<file path="src/rtl/gpio_irq_if.sv">
// Register bus between a host and the GPIO interrupt block.
// One-cycle accesses qualified by i_en; read data returns on o_data one cycle later.
interface gpio_irq_if;
    logic [5:0] i_addr;
    logic [7:0] i_data;
    logic       i_rw;
    logic       i_en;
    logic [7:0] o_data;

    modport master (
        output i_addr,
        output i_data,
        output i_rw,
        output i_en,
        input  o_data
    );

    modport slave (
        input  i_addr,
        input  i_data,
        input  i_rw,
        input  i_en,
        output o_data
    );
endinterface

</file>
<file path="src/rtl/gpio_irq.sv">
// GPIO block with byte-banked registers, input synchronisers, per-pin edge
// detection into a W1C status register and a registered level interrupt.
module gpio_irq #(
    parameter int NUM_PINS    = 8,
    parameter int SYNC_STAGES = 2
) (
    input  logic                i_clk,
    input  logic                i_reset_n,
    gpio_irq_if.slave           bus,
    input  logic [NUM_PINS-1:0] i_pins,
    output logic [NUM_PINS-1:0] o_pins,
    output logic [NUM_PINS-1:0] o_pins_oe,
    output logic                o_irq
);

    localparam int NUM_BANKS = NUM_PINS / 8;
    localparam logic [2:0] ARM_LAST = 3'(SYNC_STAGES + 1);

    localparam logic [3:0] IDX_OE      = 4'd0;
    localparam logic [3:0] IDX_OUT     = 4'd1;
    localparam logic [3:0] IDX_OUT_SET = 4'd2;
    localparam logic [3:0] IDX_OUT_CLR = 4'd3;
    localparam logic [3:0] IDX_IN      = 4'd4;
    localparam logic [3:0] IDX_IRQ_EN  = 4'd5;
    localparam logic [3:0] IDX_RISE_EN = 4'd6;
    localparam logic [3:0] IDX_FALL_EN = 4'd7;
    localparam logic [3:0] IDX_STATUS  = 4'd8;
    localparam logic [3:0] IDX_PENDING = 4'd9;

    logic [NUM_PINS-1:0] oe_q;
    logic [NUM_PINS-1:0] out_q;
    logic [NUM_PINS-1:0] irq_en_q;
    logic [NUM_PINS-1:0] rise_en_q;
    logic [NUM_PINS-1:0] fall_en_q;
    logic [NUM_PINS-1:0] status_q;
    logic [NUM_PINS-1:0] prev_q;
    logic [SYNC_STAGES-1:0][NUM_PINS-1:0] sync_q;
    logic [2:0]          arm_cnt_q;

    logic [3:0]          reg_idx;
    logic [1:0]          bank_sel;
    logic                bank_ok;
    logic                wr_en;
    logic                rd_en;
    logic [NUM_PINS-1:0] byte_mask;
    logic [NUM_PINS-1:0] wdata_rep;
    logic [NUM_PINS-1:0] wr_bits;
    logic [NUM_PINS-1:0] sync_out;
    logic [NUM_PINS-1:0] rise;
    logic [NUM_PINS-1:0] fall;
    logic [NUM_PINS-1:0] set_mask;
    logic [NUM_PINS-1:0] w1c_mask;
    logic [NUM_PINS-1:0] status_nxt;
    logic [NUM_PINS-1:0] rd_vec;
    logic [7:0]          rd_byte;
    logic                armed;

    assign reg_idx   = bus.i_addr[5:2];
    assign bank_sel  = bus.i_addr[1:0];
    assign bank_ok   = int'(bank_sel) < NUM_BANKS;
    assign wr_en     = bus.i_en && !bus.i_rw && bank_ok;
    assign rd_en     = bus.i_en && bus.i_rw;
    assign wdata_rep = {NUM_BANKS{bus.i_data}};
    assign wr_bits   = wdata_rep & byte_mask;

    always_comb begin
        byte_mask = '0;
        if (bank_ok) begin
            byte_mask = NUM_PINS'(8'hFF) << {bank_sel, 3'b000};
        end
    end

    // Edge detection stays off until the synchroniser has flushed its reset zeros.
    assign armed    = (arm_cnt_q == ARM_LAST);
    assign sync_out = sync_q[SYNC_STAGES-1];
    assign rise     = sync_out & ~prev_q;
    assign fall     = ~sync_out & prev_q;
    assign set_mask = armed ? ((rise & rise_en_q) | (fall & fall_en_q)) : '0;
    assign w1c_mask = (wr_en && reg_idx == IDX_STATUS) ? wr_bits : '0;

    // A set in the same cycle as a W1C on that bit wins, so no edge is lost.
    assign status_nxt = (status_q & ~w1c_mask) | set_mask;

    always_comb begin
        rd_vec = '0;
        case (reg_idx)
            IDX_OE:      rd_vec = oe_q;
            IDX_OUT:     rd_vec = out_q;
            IDX_IN:      rd_vec = sync_out;
            IDX_IRQ_EN:  rd_vec = irq_en_q;
            IDX_RISE_EN: rd_vec = rise_en_q;
            IDX_FALL_EN: rd_vec = fall_en_q;
            IDX_STATUS:  rd_vec = status_q;
            IDX_PENDING: rd_vec = status_q & irq_en_q;
            default:     rd_vec = '0;
        endcase
    end

    always_comb begin
        rd_byte = 8'h00;
        if (bank_ok) begin
            rd_byte = 8'(rd_vec >> {bank_sel, 3'b000});
        end
    end

    always_ff @(posedge i_clk or negedge i_reset_n) begin
        if (!i_reset_n) begin
            sync_q    <= '0;
            prev_q    <= '0;
            arm_cnt_q <= '0;
        end else begin
            sync_q <= {sync_q[SYNC_STAGES-2:0], i_pins};
            prev_q <= sync_out;
            if (!armed) begin
                arm_cnt_q <= arm_cnt_q + 3'd1;
            end
        end
    end

    always_ff @(posedge i_clk or negedge i_reset_n) begin
        if (!i_reset_n) begin
            oe_q      <= '0;
            out_q     <= '0;
            irq_en_q  <= '0;
            rise_en_q <= '0;
            fall_en_q <= '0;
        end else if (wr_en) begin
            case (reg_idx)
                IDX_OE:      oe_q      <= (oe_q & ~byte_mask) | wr_bits;
                IDX_OUT:     out_q     <= (out_q & ~byte_mask) | wr_bits;
                IDX_OUT_SET: out_q     <= out_q | wr_bits;
                IDX_OUT_CLR: out_q     <= out_q & ~wr_bits;
                IDX_IRQ_EN:  irq_en_q  <= (irq_en_q & ~byte_mask) | wr_bits;
                IDX_RISE_EN: rise_en_q <= (rise_en_q & ~byte_mask) | wr_bits;
                IDX_FALL_EN: fall_en_q <= (fall_en_q & ~byte_mask) | wr_bits;
                default:     ;
            endcase
        end
    end

    always_ff @(posedge i_clk or negedge i_reset_n) begin
        if (!i_reset_n) begin
            status_q   <= '0;
            o_irq      <= 1'b0;
            bus.o_data <= 8'h00;
        end else begin
            status_q <= status_nxt;
            o_irq    <= |(status_q & irq_en_q);
            if (rd_en) begin
                bus.o_data <= rd_byte;
            end
        end
    end

    assign o_pins    = out_q;
    assign o_pins_oe = oe_q;

endmodule

</file>
<file path="src/flat_wrapper.sv">
// flat-port wrapper written by rule: the top's interface ports become plain ports
module gpio_irq_flat 
#(
    parameter int NUM_PINS    = 8,
    parameter int SYNC_STAGES = 2
)
  (i_clk, i_reset_n, i_pins, o_pins, o_pins_oe, o_irq, bus_i_addr, bus_i_data, bus_i_rw, bus_i_en, bus_o_data);
  gpio_irq_if bus_i ();
  input  logic i_clk;
  input  logic i_reset_n;
  input  logic [NUM_PINS-1:0] i_pins;
  output logic [NUM_PINS-1:0] o_pins;
  output logic [NUM_PINS-1:0] o_pins_oe;
  output logic o_irq;
  input wire logic [$bits(bus_i.i_addr)-1:0] bus_i_addr;
  input wire logic [$bits(bus_i.i_data)-1:0] bus_i_data;
  input wire logic [$bits(bus_i.i_rw)-1:0] bus_i_rw;
  input wire logic [$bits(bus_i.i_en)-1:0] bus_i_en;
  output wire logic [$bits(bus_i.o_data)-1:0] bus_o_data;
  assign bus_i.i_addr = bus_i_addr;
  assign bus_i.i_data = bus_i_data;
  assign bus_i.i_rw = bus_i_rw;
  assign bus_i.i_en = bus_i_en;
  assign bus_o_data = bus_i.o_data;
  gpio_irq #(.NUM_PINS(NUM_PINS), .SYNC_STAGES(SYNC_STAGES)) u_core (.i_clk(i_clk), .i_reset_n(i_reset_n), .bus(bus_i), .i_pins(i_pins), .o_pins(o_pins), .o_pins_oe(o_pins_oe), .o_irq(o_irq));
endmodule
</file>
<file path="config.mk">
export PLATFORM = sky130hd
export DESIGN_NAME = gpio_irq_flat
export DESIGN_NICKNAME = d
export VERILOG_FILES = /design/src/rtl/gpio_irq_if.sv /design/src/rtl/gpio_irq.sv /design/src/flat_wrapper.sv
export SDC_FILE = /design/constraint.sdc
export NUM_CORES = 1
export LEC_CHECK = 0
export CORE_UTILIZATION = 49
export DETAILED_ROUTE_END_ITERATION = 16
export GPL_TIMING_DRIVEN = 0
export PLACE_DENSITY = 0.87
export SETUP_SLACK_MARGIN = 0.1
export SLEW_MARGIN = 20
export SYNTH_ARGS = -nofsm -noshare
export SYNTH_HDL_FRONTEND = slang
export SYNTH_SLANG_ARGS = --single-unit
</file>
<file path="constraint.sdc">
create_clock -name i_clk -period 1.3 [get_ports i_clk]
set_input_delay 0.39 -clock i_clk [delete_from_list [all_inputs] [get_ports i_clk]]
set_output_delay 0.39 -clock i_clk [all_outputs]
set_load 0.005 [all_outputs]
</file>
== After elaboration in Yosys (flattened, before gate mapping) ==
Index checks and enable logic that the tools add are counted.

* Add/sub/neg operators: 1
* Multipliers: 0
* Divide/modulo/power cells: 0
* Magnitude comparators: 1
* Equal/unequal tests: 10
* Shifts and indexed selects: 2
* Muxes and demuxes: 6
* Bitwise gates (word level): 26
* Reductions and logical operators: 13

{| class="wikitable"
|+ Operator list
! cell !! count
|-
| $and A8 B8 Y8 || 13
|-
| $or A8 B8 Y8 || 8
|-
| $pmux W8 S8 || 1
|-
| $not A8 Y8 || 5
|-
| $mux W8 || 4
|-
| $pmux W8 S3 || 1
|-
| $eq A4 B3 Y1 const B || 4
|-
| $reduce_and A2 Y1 || 5
|-
| $eq A4 B2 Y1 const B || 2
|-
| $eq A4 B4 Y1 const B || 2
|-
| $reduce_or A8 Y1 || 1
|-
| $shl A8 B5 Y8 const A || 1
|-
| $shr A8 B5 Y8 || 1
|-
| $eq A4 B1 Y1 const B || 1
|-
| $logic_and A1 B1 Y1 || 4
|-
| $logic_not A4 Y1 || 1
|-
| $add A3 B1 Y3 const B || 1
|-
| $eq A3 B2 Y1 const B || 1
|-
| $reduce_bool A3 Y1 || 1
|-
| $lt A2 B1 Y1 const B || 1
|-
| $logic_not A1 Y1 || 1
|}

* Flip-flop bits (word level): 84
* Bits in latches: 0
* Memory bits (writable): 0
* ROM bits: 0
* Output and inout port bits: 25
* Word-level logic and storage cells: 71
* Memories kept: 0

== Depth between registers and ports, before layout ==
* Word-level depth: 8
* Depth in mapped cells: 6

== Worst setup path before layout ==
OpenSTA, ideal clock, no wires.

* Kind: input -> register
* Start point: input bus_i_addr[0]
* End point: register u_core.out_q[0] (netlist: u_core.o_pins[0])
* Data arrival time: 1720 ps
* Data required time: 1179 ps
* Path slack: -541 ps
* Cell stages on the path: 5
* Path buffers: 1
* Path through: or4b_4 > or4_1 > buf_2 > o21ai_1 > nand2_1

* Longest elaborated chain between the ends: 6
* Elaborated cells on any way between the ends: 13

{| class="wikitable"
|+ Ends and longest elaborated chain
! item !! line !! text
|-
| from (decl) || flat_wrapper.sv:15 || <nowiki>input wire logic [$bits(bus_i.i_addr)-1:0] bus_i_addr;</nowiki>
|-
| $shl A8 B5 Y8 or $lt A2 B1 Y1 (tied branches) || gpio_irq.sv:69, gpio_irq.sv:60 ||
|-
| $mux W8 || gpio_irq.sv:68 || <nowiki>if (bank_ok) begin</nowiki>
|-
| $and A8 B8 Y8 or $not A8 Y8 (tied branches) || gpio_irq.sv:64, gpio_irq.sv:130 ||
|-
| $not A8 Y8 or $and A8 B8 Y8 (tied branches) || gpio_irq.sv:132, gpio_irq.sv:130 ||
|-
| $and A8 B8 Y8 or $or A8 B8 Y8 (tied branches) || gpio_irq.sv:132, gpio_irq.sv:130 ||
|-
| $pmux W8 S3 || gpio_irq.sv:128 || <nowiki>case (reg_idx)</nowiki>
|-
| to (signal assigned) || gpio_irq.sv:130 || <nowiki>IDX_OUT: out_q <= (out_q & ~byte_mask) | wr_bits;</nowiki>
|-
| to (signal assigned) || gpio_irq.sv:131 || <nowiki>IDX_OUT_SET: out_q <= out_q | wr_bits;</nowiki>
|-
| to (signal assigned) || gpio_irq.sv:132 || <nowiki>IDX_OUT_CLR: out_q <= out_q & ~wr_bits;</nowiki>
|-
| to (decl) || gpio_irq.sv:31 || <nowiki>logic [NUM_PINS-1:0] out_q;</nowiki>
|}

Several ways; a longest one is shown, not always the timed one.
A chain may end at the register's enable or synchronous reset.

== Final worst setup path ==
* Start point: input bus_i_addr[1]
* End point: register u_core.out_q[6] (netlist: u_core.o_pins[6])

The elaborated chain is that of the path after synthesis.

==> key figures <==
Global routing
  – Vias in the first global route: 3073
  – Total gr overflow: 0
  – Global-route wire length before repair: 15500 um
  – Initial antenna violation count: 0
  – GRT Util Overall: 27.6%
  – Largest net degree at the start of global routing: 46

Place
  – Inst Count DP: 456
  – Dpl ws: -1310 ps
  – Gpl congestion: 0.819
  – IO buf count: 48
  – DP HPWL: 5850 um

Final layout
  – Share of layout cells above drive strength 1: 40.7%
  – Antenna Cells: 0
  – Nets: 437
  – Commonest non-fill, non-tap cell in the layout: dfrtp_1
  – Non-Filler Instances: 512
  – Most frequent cells in the layout: 84 x dfrtp_1, 46 x nand2_1, 34 x mux2_2
  – Area Overhead vs Synth: 35.8%

Timing
  – PnR worst setup slack: -387 ps
  – Clock Skew: 8.67 ps
  – Hold slack: 30.8 ps
  – Final worst-path cycle share: 130%
  – Max Freq: 593 MHz
  – Hold Vio Cnt, Final: 0
  – Tmin final: 1690 ps
  – Worst slew pin tran: 835 ps
  – Setup violators final: 58
  – RSZ-0062 raised after global routing: yes
  – Slew margin rel.: 44.1%
  – Max-slew violations: 0

Setup path
  – Critical path fanouts, max: 8
  – Critical path class: input port to flip-flop
  – Req. time, crit path: 1540 ps
  – Crit start category: input port
  – CP Capture Type: flip-flop
  – Critical Path Source: bus_i_addr[1]
  – Critical Path AT: 1920 ps

Drt
  – Vias/cell: 6.08
  – DRC Markers: 0
  – Highest routed layer: met4
  – Routed vias: 3113
  – Detailed Route WL: 10500 um
  – Post-route ant nets: 0
  – Drt first pass iters: 5
  – Met3 WL: 781 um
  – Routed length on met2: 5130 um
  – WL met1: 4180 um
  – Iteration-0 DRC Markers: 334
  – DR WL/cell: 20.5 um

Power
  – Reg power frac: 55.0%
  – Int Power: 4.12 mW
  – Switching Share: 26.7%
  – Leakage: 2.37 nW
  – Combinational Power Share: 15.0%
  – Worst VDD drop: 0.528 mV
  – Switch Pwr: 1.50 mW
  – Cell area power density: 1130 nW/um2
  – Clock share of power: 29.9%

CTS
  – Post-cts hold buffer count: 0
  – # H-tree levels: 3
  – Clock latency on the worst-skew pair: 360 ps
  – CTS clk-pin slew, worst paths: 80 ps
  – Clk buf depth: 2
  – CTS tree: yes
  – Total CTS buffers: 9
  – Clk root buf: clkbuf_8
  – Clk sinks: 84

Status
  – Outcome: complete, but fails checks
  – Violated checks: setup timing

Floorplanning
  – Die Y: 88.4 um
  – Rows: 31
  – Die area: 7810 um2
  – Starting Density: 50.7%
  – Die Width: 88.4 um
  – I/O Pins: 51
  – Total core area: 7210 um2

Logic synthesis
  – Cell taking the most area after synthesis: dfrtp_1
  – Post-synth top area share: 57.5%
  – Syn Inst Count: 308
  – Mux cell area share after synthesis: 15.4%
  – Main combinational cell family by area after synthesis: multiplexers
  – Synth Cell Area: 3660 um2
  – Netlist cell types: 32
  – Async SR Flop Fraction: 100%
  – Syn_area_per_cell: 11.9 um2
  – Simple-gate share of the synthesized area: 12.0%
  – Main flop type after synthesis: dfrtp_1
  – Post-synthesis sequential area ratio: 57.5%
  – Adder-cell share of the synthesized area: 0.684%
  – Synth Area in Compound Gates: 12.3%
  – Register bit total from synthesis: 84
  – Syn nets: 336
  – Xor-xnor portion of the synthesized cell area: 0.479%
  – Ys Warns: 0
  – Area contributors post-synth: dfrtp_1 57%, mux2_2 13%, nand2_1 5.0%, o21ai_0 3.3%, mux2i_1 2.7%
  – Number of synthesized flops with an enable pin: 0

Run
  – Max Cap Viol: 0

Hold path
  – Hold WC Path Type: input port to asynchronous set/reset pin
-- routing by layer --
metal,up-vias,GRT usage [%]
met5,-,0
met4,0,14.8
met3,35,6.81
met2,181,45.2
met1,1578,33.8
li1,1319,-
-- final timing paths --
check | to | slack (ps) | cells past startpoint
max | u_core.o_pins[6] | -390 | 6
min | asynchronous set/reset pin | 30 | 1
max reg2reg | u_core.bus.o_data[3] | -160 | 5
min reg2reg | u_core.sync_out[2] | 340 | 0
max in group asynchronous | asynchronous set/reset pin | 650 | 2
min in group i_clk | u_core.sync_out[2] | 340 | 0
-- power groups by stage --
stage | Clock (mW) | Sequential (mW) | Combinational (mW)
2_1_floorplan | 0 | 3.06 | 0.357
3_3_place_gp | 0 | 3.11 | 0.668
3_5_place_dp | 0 | 3.12 | 0.703
4_1_cts | 1.68 | 3.07 | 0.772
5_1_grt | 1.81 | 3.11 | 0.914
6_report | 1.68 | 3.09 | 0.845
-- Yosys cell counts (all sizes together) (2+ instances only) --
cell / n
nand4: 2
o21ai: 32
mux2i: 10
a22oi: 5
nand2: 49
a21oi: 8
clkbuf: 8
ha: 2
a221o: 8
nor2: 4
nand2b: 10
nand3b: 10
dfrtp: 84
a32oi: 7
mux2: 41
nor4bb: 2
a22o: 8
buf: 6
-- final cells by class --
| type | count | area, um2 |
|---|---|---|
| Buffer | 14 | 126 |
| Sequential cell | 84 | 2100 |
| Timing Repair Buffer | 90 | 761 |
| Clock inverter | 2 | 10.0 |
| Fill cell | 497 | 2250 |
| Clock buffer | 13 | 159 |
| Multi-Input combinational cell | 209 | 1680 |
| Tap cell | 99 | 124 |
| Inverter | 1 | 3.75 |
-- what timing repair did --
action                                  4_1_cts  5_1_grt
buffers inserted                             33        7
pin swaps                                    16        9
gates resized for setup                     171       33
hold endpoints to repair                      0        0
endpoints found under the setup margin       83       84
cloned                                        1        0
-- metrics by stage --
stage                     TNS [ps]  power (mW)  utilization [%]  cell area [um2]
after floorplan             -22640        3.42                -             3690
after global placement     -320660        3.77             59.6             4300
after detailed placement    -63410        3.83             59.8             4310
after CTS                   -10790        5.52             66.4             4790
after global routing        -14860        5.83             68.9             4970
final                       -13660        5.62             68.9             4970
-- critical path: stages --
cell and delay (ps):
buf_4 140, or4b_4 530, or4_4 440, buf_8 160, o21ai_1 170, nand2_1 80
-- logic make-up after synthesis --
kind of cell,Yosys count
flops,84
simple gates,86
xor+xnor,2
fa+ha+maj,2
buf+inv,15
compound gates,68
mux,51
No activity file was read; power rests on OpenSTA's default activity.
